[config.mk]
export PLATFORM = sky130hd
export DESIGN_NAME = gpu_wb_write_queue
export DESIGN_NICKNAME = d
export VERILOG_FILES = /design/src/rtl/gpu_wb_pkg.sv /design/src/rtl/gpu_cmd_fifo.sv /design/src/rtl/gpu_wb_write_queue.sv
export SDC_FILE = /design/constraint.sdc
export NUM_CORES = 1
export LEC_CHECK = 0
export ABC_AREA = 1
export CORE_ASPECT_RATIO = 0.9
export CORE_MARGIN = 1
export CORE_UTILIZATION = 45
export DETAILED_ROUTE_END_ITERATION = 10
export HOLD_SLACK_MARGIN = 0.08
export PLACE_DENSITY_LB_ADDON = 0.1
export SYNTH_ARGS = -nofsm -noshare
export SYNTH_HDL_FRONTEND = slang
export SYNTH_SLANG_ARGS = --single-unit
[constraint.sdc]
create_clock -name clk_100MHz -period 6.1 [get_ports clk_100MHz]
set_input_delay 1.83 -clock clk_100MHz [delete_from_list [all_inputs] [get_ports clk_100MHz]]
set_output_delay 1.83 -clock clk_100MHz [all_outputs]
set_load 0.03 [all_outputs]
[src/rtl/gpu_wb_pkg.sv]
// gpu_wb_pkg: shared FSM states, queued write command layout and GPU address map.
package gpu_wb_pkg;
  typedef enum logic [1:0] {S_IDLE, S_WRITE, S_GAP} state_t;
  typedef struct packed {
    logic [26:0] addr;
    logic [31:0] data;
    logic [3:0]  sel;
    logic [7:0]  count;
  } cmd_t;
  // Control/sprite registers live below TILE_BASE, texture memory from TEX_BASE up.
  localparam logic [26:0] CR_BASE   = 27'h0000;
  localparam logic [26:0] TILE_BASE = 27'h1000;
  localparam logic [26:0] TEX_BASE  = 27'h2000;
endpackage

[src/rtl/gpu_cmd_fifo.sv]
// gpu_cmd_fifo: single-clock command FIFO with occupancy, full and empty flags.
module gpu_cmd_fifo
  import gpu_wb_pkg::*;
#(
  parameter int DEPTH = 16,
  localparam int AW = $clog2(DEPTH)
) (
  input  logic        clk_100MHz,
  input  logic        reset_n,
  input  logic        i_push,
  input  cmd_t        i_data,
  input  logic        i_pop,
  output cmd_t        o_head,
  output logic        o_full,
  output logic        o_empty,
  output logic [AW:0] o_level
);
  cmd_t          r_mem [DEPTH];
  logic [AW-1:0] r_wr;
  logic [AW-1:0] r_rd;
  logic [AW:0]   r_level;
  logic          w_push;
  logic          w_pop;
  assign o_full  = r_level == (AW+1)'(DEPTH);
  assign o_empty = r_level == '0;
  assign o_level = r_level;
  assign o_head  = r_mem[r_rd];
  assign w_push  = i_push && !o_full;
  assign w_pop   = i_pop && !o_empty;
  always_ff @(posedge clk_100MHz)
    if (w_push) r_mem[r_wr] <= i_data;
  always_ff @(posedge clk_100MHz) begin
    if (!reset_n) begin
      r_wr    <= '0;
      r_rd    <= '0;
      r_level <= '0;
    end else begin
      if (w_push) r_wr <= r_wr + 1'b1;
      if (w_pop) r_rd <= r_rd + 1'b1;
      if (w_push && !w_pop) r_level <= r_level + 1'b1;
      else if (w_pop && !w_push) r_level <= r_level - 1'b1;
    end
  end
endmodule

[src/rtl/gpu_wb_write_queue.sv]
// gpu_wb_write_queue: buffered Wishbone write master pacing CPU writes and fills into the GPU slave.
module gpu_wb_write_queue
  import gpu_wb_pkg::*;
#(
  parameter int DEPTH     = 16,
  parameter int ADDR_STEP = 1,
  parameter int MIN_HOLD  = 2,
  parameter int TIMEOUT   = 255,
  localparam int LW = $clog2(DEPTH) + 1,
  localparam int HW = $clog2(TIMEOUT + 1)
) (
  input  logic          clk_100MHz,
  input  logic          reset_n,
  input  logic          i_push_valid,
  output logic          o_push_ready,
  input  logic [26:0]   i_push_addr,
  input  logic [31:0]   i_push_data,
  input  logic [3:0]    i_push_sel,
  input  logic [7:0]    i_push_count,
  output logic          wb_we_o,
  output logic [3:0]    wb_sel_o,
  output logic [26:0]   wb_adr_o,
  output logic [31:0]   wb_dat_o,
  input  logic          wb_ack_i,
  output logic          o_busy,
  output logic [LW-1:0] o_level,
  output logic          o_timeout,
  input  logic          i_clr_timeout
);
  state_t        r_state;
  cmd_t          w_push_cmd;
  cmd_t          w_head;
  logic          w_full;
  logic          w_empty;
  logic          w_pop;
  logic          w_done;
  logic          w_abort;
  logic [26:0]   r_addr;
  logic [31:0]   r_data;
  logic [3:0]    r_sel;
  logic [7:0]    r_rem;
  logic [HW-1:0] r_hold;
  logic          r_timeout;
  assign w_push_cmd = '{addr: i_push_addr, data: i_push_data, sel: i_push_sel, count: i_push_count};
  // A new command is taken from IDLE, or straight from GAP once the current one is finished.
  assign w_pop   = !w_empty && (r_state == S_IDLE || (r_state == S_GAP && !(|r_rem)));
  assign w_done  = wb_ack_i && r_hold >= HW'(MIN_HOLD);
  assign w_abort = !w_done && r_hold >= HW'(TIMEOUT);
  gpu_cmd_fifo #(.DEPTH(DEPTH)) u_fifo (
    .clk_100MHz(clk_100MHz),
    .reset_n   (reset_n),
    .i_push    (i_push_valid),
    .i_data    (w_push_cmd),
    .i_pop     (w_pop),
    .o_head    (w_head),
    .o_full    (w_full),
    .o_empty   (w_empty),
    .o_level   (o_level)
  );
  always_ff @(posedge clk_100MHz) begin
    if (!reset_n) begin
      r_state   <= S_IDLE;
      r_addr    <= '0;
      r_data    <= '0;
      r_sel     <= '0;
      r_rem     <= '0;
      r_hold    <= '0;
      r_timeout <= 1'b0;
    end else begin
      r_timeout <= (r_state == S_WRITE && w_abort) || (r_timeout && !i_clr_timeout);
      if (w_pop) begin
        r_addr  <= w_head.addr;
        r_data  <= w_head.data;
        r_sel   <= w_head.sel;
        r_rem   <= w_head.count;
        r_hold  <= HW'(1);
        r_state <= S_WRITE;
      end else if (r_state == S_WRITE) begin
        if (w_done || w_abort) begin
          r_state <= S_GAP;
          if (w_abort) r_rem <= '0;
        end else r_hold <= r_hold + 1'b1;
      end else if (r_state == S_GAP) begin
        if (|r_rem) begin
          r_rem   <= r_rem - 1'b1;
          r_addr  <= r_addr + 27'(ADDR_STEP);
          r_hold  <= HW'(1);
          r_state <= S_WRITE;
        end else r_state <= S_IDLE;
      end
    end
  end
  assign wb_we_o      = r_state == S_WRITE;
  assign wb_adr_o     = wb_we_o ? r_addr : '0;
  assign wb_dat_o     = wb_we_o ? r_data : '0;
  assign wb_sel_o     = wb_we_o ? r_sel : '0;
  assign o_push_ready = !w_full;
  assign o_busy       = !w_empty || r_state != S_IDLE;
  assign o_timeout    = r_timeout;
endmodule

==> results of run 1 <==
## per-stage QoR
step | cells | utilization
finish | 5939 | 0.516
global placement | 5701 | 0.478
CTS | 5935 | 0.516
detailed placement | 5701 | 0.478
global route | 5937 | 0.516
floorplan | 4296 | -
## per-layer routing
metal	part of all wire	vias up	GRT usage
met4	0.018	8	0.0587
met3	0.064	171	0.0395
li1	-	15400	-
met2	0.44	938	0.349
met5	0.00042	-	0
met1	0.48	16100	0.355
## worst max-delay path, delay by kind of cell (launching register included)
| family | cells | cell delay [ps] |
|---|---|---|
| DFF | 1 | 320 |
| adders and majority gates | 1 | 740 |
| and+or+nand+nor | 1 | 150 |
| buffers and inverters | 3 | 880 |
## logic make-up (layout without fill, tap and decap cells)
family	Yosys count	in the layout	share of synthesized area
simple gates	1672	1672	0.134
fa+ha+maj	18	18	0.00462
compound gates	874	874	0.0988
flops	1235	1235	0.717
xor+xnor	20	20	0.00348
other cells	0	4	0
buf+inv	477	641	0.0426
## cell usage after synthesis, drive strengths merged
cell type / n
a211oi: 1
a21oi: 56
a31oi: 37
buf: 176
clkbuf: 96
clkinv: 1
dfxtp: 99
edfxtp: 1136
fa: 1
ha: 17
inv: 204
nand2: 529
nand3: 288
nand3b: 6
nand4: 16
nor2: 821
nor3: 9
o211ai: 217
o21a: 1
o21ai: 557
o22ai: 5
or2: 3
xnor2: 14
xor2: 6
## sequential cells by signal, summed over array words and instances (netlist names), named ones only
signal	count
r_sel	4
r_addr	27
r_hold	8
u_fifo.o_level	5
r_rem	8
u_fifo.r_wr	4
u_fifo.r_rd	4
r_state	2
o_timeout	1
r_data	32
u_fifo.r_mem	1136
## how the worst max path moves through the flow
stage | from | to | slack [ps] | depth (start not counted)
floorplan | i_push_valid | u_fifo.r_mem[11][0] | 410 | 4
global placement | i_push_valid | u_fifo.r_mem[8][57] | 1660 | 6
detailed placement | i_push_valid | u_fifo.r_mem[8][63] | 1620 | 6
CTS | r_state[1] | wb_dat_o[6] | 1310 | 5
global route | r_state[1] | wb_dat_o[2] | 1160 | 5
finish | r_state[1] | wb_dat_o[6] | 1350 | 5
## where the power goes
| part | switching, mW | internal [mW] | total [mW] |
|---|---|---|---|
| sequential | 0.368 | 9.67 | 10.0 |
| combinational | 4.54 | 1.81 | 6.34 |
| clock | 3.20 | 4.63 | 7.83 |
| total | 8.11 | 16.1 | 24.2 |
## final cells by class
cell class                 instances  area, um2  area share
clock buffer                     187       3770      0.0658
sequential                      1235      36100       0.631
multi-input combinational       2584      12300       0.214
antenna                            4       10.0    0.000175
clock inverter                    47        433     0.00756
tap                             1475       1850      0.0322
inverter                         205        795      0.0139
timing repair buffer             202       2040      0.0357
==> metrics.md, run 1 <==
| Metric | Value |
|---|---|
| Inserted Clock Buffers | `134` |
| Share of the clock period used by the worst path | `0.779` |
| Number of register bits inferred by synthesis | `1235` |
| Number of global-route vias before repair | `30800` |
| Average routed wire per standard cell | `22.3 um` |
| Part of the Yosys area used for sequential elements | `0.717` |
| Post-synthesis instance total | `4296` |
| Count of cell types in the netlist | `33` |
| Area after detailed placement | `53100 um2` |
| Clock-pin slew reported for the worst setup and hold paths after clock tree synthesis | `50 ps` |
| Status | `complete, no violations` |
| Antenna violations before repair | `7` |
| Setup repair after global routing missed its margin | `no` |
| Worst-case clock buffer depth | `3` |
| Critical path's slowest cell | `sky130_fd_sc_hd__ha_4` |
| Post CTS Setup Buffer Count | `0` |
| Max capacitance violation total | `0` |
| Overall die area | `113000 um2` |
| Worst Hold Margin | `479 ps` |
| Final Hold Viols | `0` |
| Reported leakage power | `19.7 nW` |
| Initial cell density of the core | `0.454` |
| Die extent in y | `319 um` |
| Top post-synthesis cells by area | `sky130_fd_sc_hd__edfxtp_1 (68%), sky130_fd_sc_hd__nor2_1 (6.1%), sky130_fd_sc_hd__o21ai_0 (5.2%)` |
| Cell-by-cell trace of the critical path | `inv_1 > ha_4 > nand2_1 > inv_1 > clkdlybuf4s50_1` |
| Floorplan Core Area | `111000 um2` |
| Normalized max-slew margin | `0.258` |
| Power per cell area | `423 nW/um2` |
| Clock tree from TritonCTS | `yes` |
| Class of the most critical hold timing path | `reg2reg` |
| Worst-Skew Late Latency | `740 ps` |
| Total nets after synthesis | `4390` |
| Maximum clock frequency | `0.211 GHz` |
| Worst EP arrival | `2920 ps` |
| Worst min-delay path endpoint | `o_timeout` |
| Vias | `32600` |
| Post_cts resized | `0` |
| Area of all placed cells without fillers | `57300 um2` |
| Ratio of cells with drive above 1 in the final layout | `0.0610` |
| Number of DRC markers in iteration 0 | `3161` |
| Critical path peak fanout | `69` |
| Chip Width | `355 um` |
| Instance count along the most critical hold path | `2` |
| DP HPWL | `69900 um` |
| Sinks on Clock Net | `1235` |
| Most used cells in the layout excluding fill and tap cells | `sky130_fd_sc_hd__edfxtp_1 (1136), sky130_fd_sc_hd__nor2_1 (802), sky130_fd_sc_hd__nand2_1 (524)` |
| Filler cells | `9655` |
| Worst setup slack before clock tree synthesis | `1620 ps` |
| Setup-violating endpoint count in the final report | `0` |
| Fraction of post-synthesis cell area in the top cell type by area | `0.677` |
| Number of input and output port buffers inserted | `147` |
| Crit Reg-Reg Endpoint | `r_sel[1]` |
| Post-cts hold buffer count | `0` |
| Worst IR Drop VDD | `446 uV` |
| Post-Synthesis Mean Instance Area | `11.7 um2` |
| Final worst-path setup slack | `1350 ps` |
| Number of nets in the finished design | `4456` |
| CP Launch Type | `flop` |
| Number of H-tree levels | `4` |
| Most prevalent standard cell on the critical path | `sky130_fd_sc_hd__inv_1` |
| Number of primary I/O pins | `148` |
| Final routed DRC violation total | `0` |
| Setup tns final | `0 ps` |
| Total congestion overflow after global routing | `0` |
| Final RePlAce weighted congestion | `0.807` |
| Endpoint class of the critical path | `primary output` |
| GRT Total Usage | `0.234` |
| Pin slew with the least headroom to its limit | `1110 ps` |
| Largest net degree at the start of global routing | `194` |
| Number of synthesis warnings | `0` |
| Buffer type at the clock tree root | `sky130_fd_sc_hd__clkbuf_16` |
| Setup slack of the most critical reg-to-reg path | `2590 ps` |
| First-pass GRT wire length | `199000 um` |
| Total design power | `24.2 mW` |
| Via density per instance | `5.49` |
| FF-to-FF path depth | `11` |
| Post-detailed-route count of antenna-violating nets | `0` |
| DRT Wirelength | `132000 um` |
| Reg-to-Reg Start | `r_rem[0]` |
| Area of the mapped netlist | `50400 um2` |
| Clock Skews | `22.1 ps` |
| Req. time, crit path | `4270 ps` |
| CP peak stage delay | `740 ps` |
| Time the worst path needs with I/O delays and setup | `4750 ps` |
| Rows | `116` |
| Most common cell after layout, fill and taps aside | `sky130_fd_sc_hd__edfxtp_1` |
| Path type of the worst setup path | `reg2out` |
| Hold Crit Start | `o_timeout` |
| Number of optimization iterations in the first detailed-route pass | `5` |
| Largest area contributor in the netlist | `sky130_fd_sc_hd__edfxtp_1` |
| Relative area change from synthesis to final layout | `13.7%` |
| Slew Viols, Final | `0` |
(Power assumes the default switching activity.)
==> run 2: changes to the inputs <==
==> constraint.sdc (replaced) <==
create_clock -name clk_100MHz -period 4 [get_ports clk_100MHz]
set_input_delay 1.2 -clock clk_100MHz [delete_from_list [all_inputs] [get_ports clk_100MHz]]
set_output_delay 1.2 -clock clk_100MHz [all_outputs]
set_load 0.03 [all_outputs]
==> run 2 against run 1 <==
Compared with the run above: via count increased by 0.71%; register-to-register slack worse by 1500 ps; sequential share of layout area down 0.56 points; critical path type unchanged.
==> metrics.md, run 2 (same netlist as run 1, synthesis figures left out) <==
| Metric | Value |
|---|---|
| Ratio of cells with drive above 1 in the final layout | `0.0672` |
| Final Hold Viols | `0` |
| CP Launch Type | `flop` |
| Pin slew with the least headroom to its limit | `923 ps` |
| Req. time, crit path | `2800 ps` |
| Buffer type at the clock tree root | `sky130_fd_sc_hd__clkbuf_16` |
| Reported leakage power | `19.9 nW` |
| Floorplan Core Area | `111000 um2` |
| Largest net degree at the start of global routing | `170` |
| Maximum clock frequency | `0.271 GHz` |
| Most used cells in the layout excluding fill and tap cells | `sky130_fd_sc_hd__edfxtp_1 (1136), sky130_fd_sc_hd__nor2_1 (802), sky130_fd_sc_hd__nand2_1 (524)` |
| Status | `complete, no violations` |
| Normalized max-slew margin | `0.384` |
| Time the worst path needs with I/O delays and setup | `3700 ps` |
| Number of primary I/O pins | `148` |
| Launching element of the worst setup path | `r_state[1]` |
| Total congestion overflow after global routing | `0` |
| Rows | `116` |
| Worst-Skew Late Latency | `730 ps` |
| Worst Hold Margin | `463 ps` |
| Overall die area | `113000 um2` |
| Clock tree from TritonCTS | `yes` |
| Worst setup slack before clock tree synthesis | `519 ps` |
| Post-detailed-route count of antenna-violating nets | `0` |
| Sinks on Clock Net | `1235` |
| Critical path peak fanout | `28` |
| Setup-violating endpoint count in the final report | `0` |
| Endpoint class of the critical path | `primary output` |
| Power per cell area | `639 nW/um2` |
| Reg-to-Reg Start | `r_state[1]` |
| Number of nets in the finished design | `4486` |
| Initial cell density of the core | `0.454` |
| Number of H-tree levels | `4` |
| Antenna violations before repair | `5` |
| Most common cell after layout, fill and taps aside | `sky130_fd_sc_hd__edfxtp_1` |
| Die extent in y | `319 um` |
| Final routed DRC violation total | `0` |
| Clock Skews | `27.3 ps` |
| DRT Wirelength | `136000 um` |
| Area after detailed placement | `53800 um2` |
| Max capacitance violation total | `0` |
| Number of input and output port buffers inserted | `147` |
| Post_cts resized | `0` |
| Hold Crit Start | `o_timeout` |
| Via density per instance | `5.50` |
| Final worst-path setup slack | `304 ps` |
| Final std cells w/o fill | `5968` |
| Chip Width | `355 um` |
| Setup repair after global routing missed its margin | `no` |
| GRT Total Usage | `0.240` |
| Worst IR Drop VDD | `558 uV` |
| Class of the most critical hold timing path | `reg2reg` |
| Post-cts hold buffer count | `0` |
| Number of global-route vias before repair | `30900` |
| Share of the clock period used by the worst path | `0.924` |
| Number of optimization iterations in the first detailed-route pass | `6` |
| Path type of the worst setup path | `reg2out` |
| Vias | `32800` |
| Number of placed instances with taps included | `5734` |
| Register with the most flip-flops | `u_fifo.r_mem` |
| Final RePlAce weighted congestion | `0.798` |
| Clock-pin slew reported for the worst setup and hold paths after clock tree synthesis | `60 ps` |
| Post CTS Setup Buffer Count | `0` |
| Max reg flops | `1136` |
| First-pass GRT wire length | `204000 um` |
| Slew Viols, Final | `0` |
| Number of DRC markers in iteration 0 | `3402` |
| Worst-case clock buffer depth | `3` |
| Inserted Clock Buffers | `131` |
| Total design power | `36.9 mW` |
| Worst EP arrival | `2500 ps` |
| DP HPWL | `75400 um` |
| Top flop regs | `u_fifo.r_mem: 1136 flops, r_data: 32 flops, r_addr: 27 flops` |
| Average routed wire per standard cell | `22.8 um` |
| Area of all placed cells without fillers | `57800 um2` |
| Number of antenna repair diodes | `0` |
| Relative area change from synthesis to final layout | `14.7%` |
-- run 2: cell types whose count changed in the layout (fill, tap and decap cells not counted), moves of 3 or more --
cell	before	now
sky130_fd_sc_hd__clkinv_8	0	3
sky130_fd_sc_hd__buf_12	13	49
sky130_fd_sc_hd__bufinv_16	8	4
sky130_fd_sc_hd__inv_6	4	8
sky130_fd_sc_hd__clkbuf_1	39	31
sky130_fd_sc_hd__buf_4	43	39
sky130_fd_sc_hd__clkbuf_16	141	134
sky130_fd_sc_hd__clkinv_1	16	27
sky130_fd_sc_hd__diode_2	4	0
-- run 2: worst max-delay path, stage by stage (launching register included) --
cell,delay (ps)
sky130_fd_sc_hd__dfxtp_1,320
sky130_fd_sc_hd__inv_1,110
sky130_fd_sc_hd__ha_4,150
sky130_fd_sc_hd__buf_4,320
sky130_fd_sc_hd__nand2_1,110
sky130_fd_sc_hd__inv_1,70
sky130_fd_sc_hd__clkdlybuf4s50_1,660
-- run 2: power breakdown --
group | switching (mW) | internal [mW]
sequential | 0.505 | 14.8
clock | 4.97 | 6.56
combinational | 7.13 | 2.99
-- run 2: worst paths after layout --
kind	to	slack, ps	cells after the start
worst max-delay path	wb_dat_o[9]	300	6
worst min-delay path	o_timeout	460	2
worst max register to register	r_addr[26]	1120	14
worst min register to register	o_timeout	460	2
-- run 2: per-stage QoR --
stage           util  TNS, ps
2_1_floorplan      -  -753260
3_3_place_gp   0.484        0
3_5_place_dp   0.484        0
4_1_cts        0.520        0
5_1_grt        0.520        0
6_report       0.520        0
-- run 2: layout make-up --
type | instances | area (um2)
clock buffers | 173 | 3580
clock inverters | 61 | 447
multi-input cells | 2584 | 12300
flip-flops and latches | 1235 | 36100
fillers | 9564 | 53200
repair buffers | 235 | 2750
inverters | 205 | 795
well taps | 1475 | 1850
-- run 2: routing by layer --
metal  global-route usage  share of wire  wire length, um  vias up
met2                0.354           0.44            60100     1064
met3               0.0458          0.069             9360      175
met4               0.0535          0.016             2150        4
li1                     -              -                -    15400
met5                    0        0.00018               25        -
met1                0.368           0.47            64600    16200
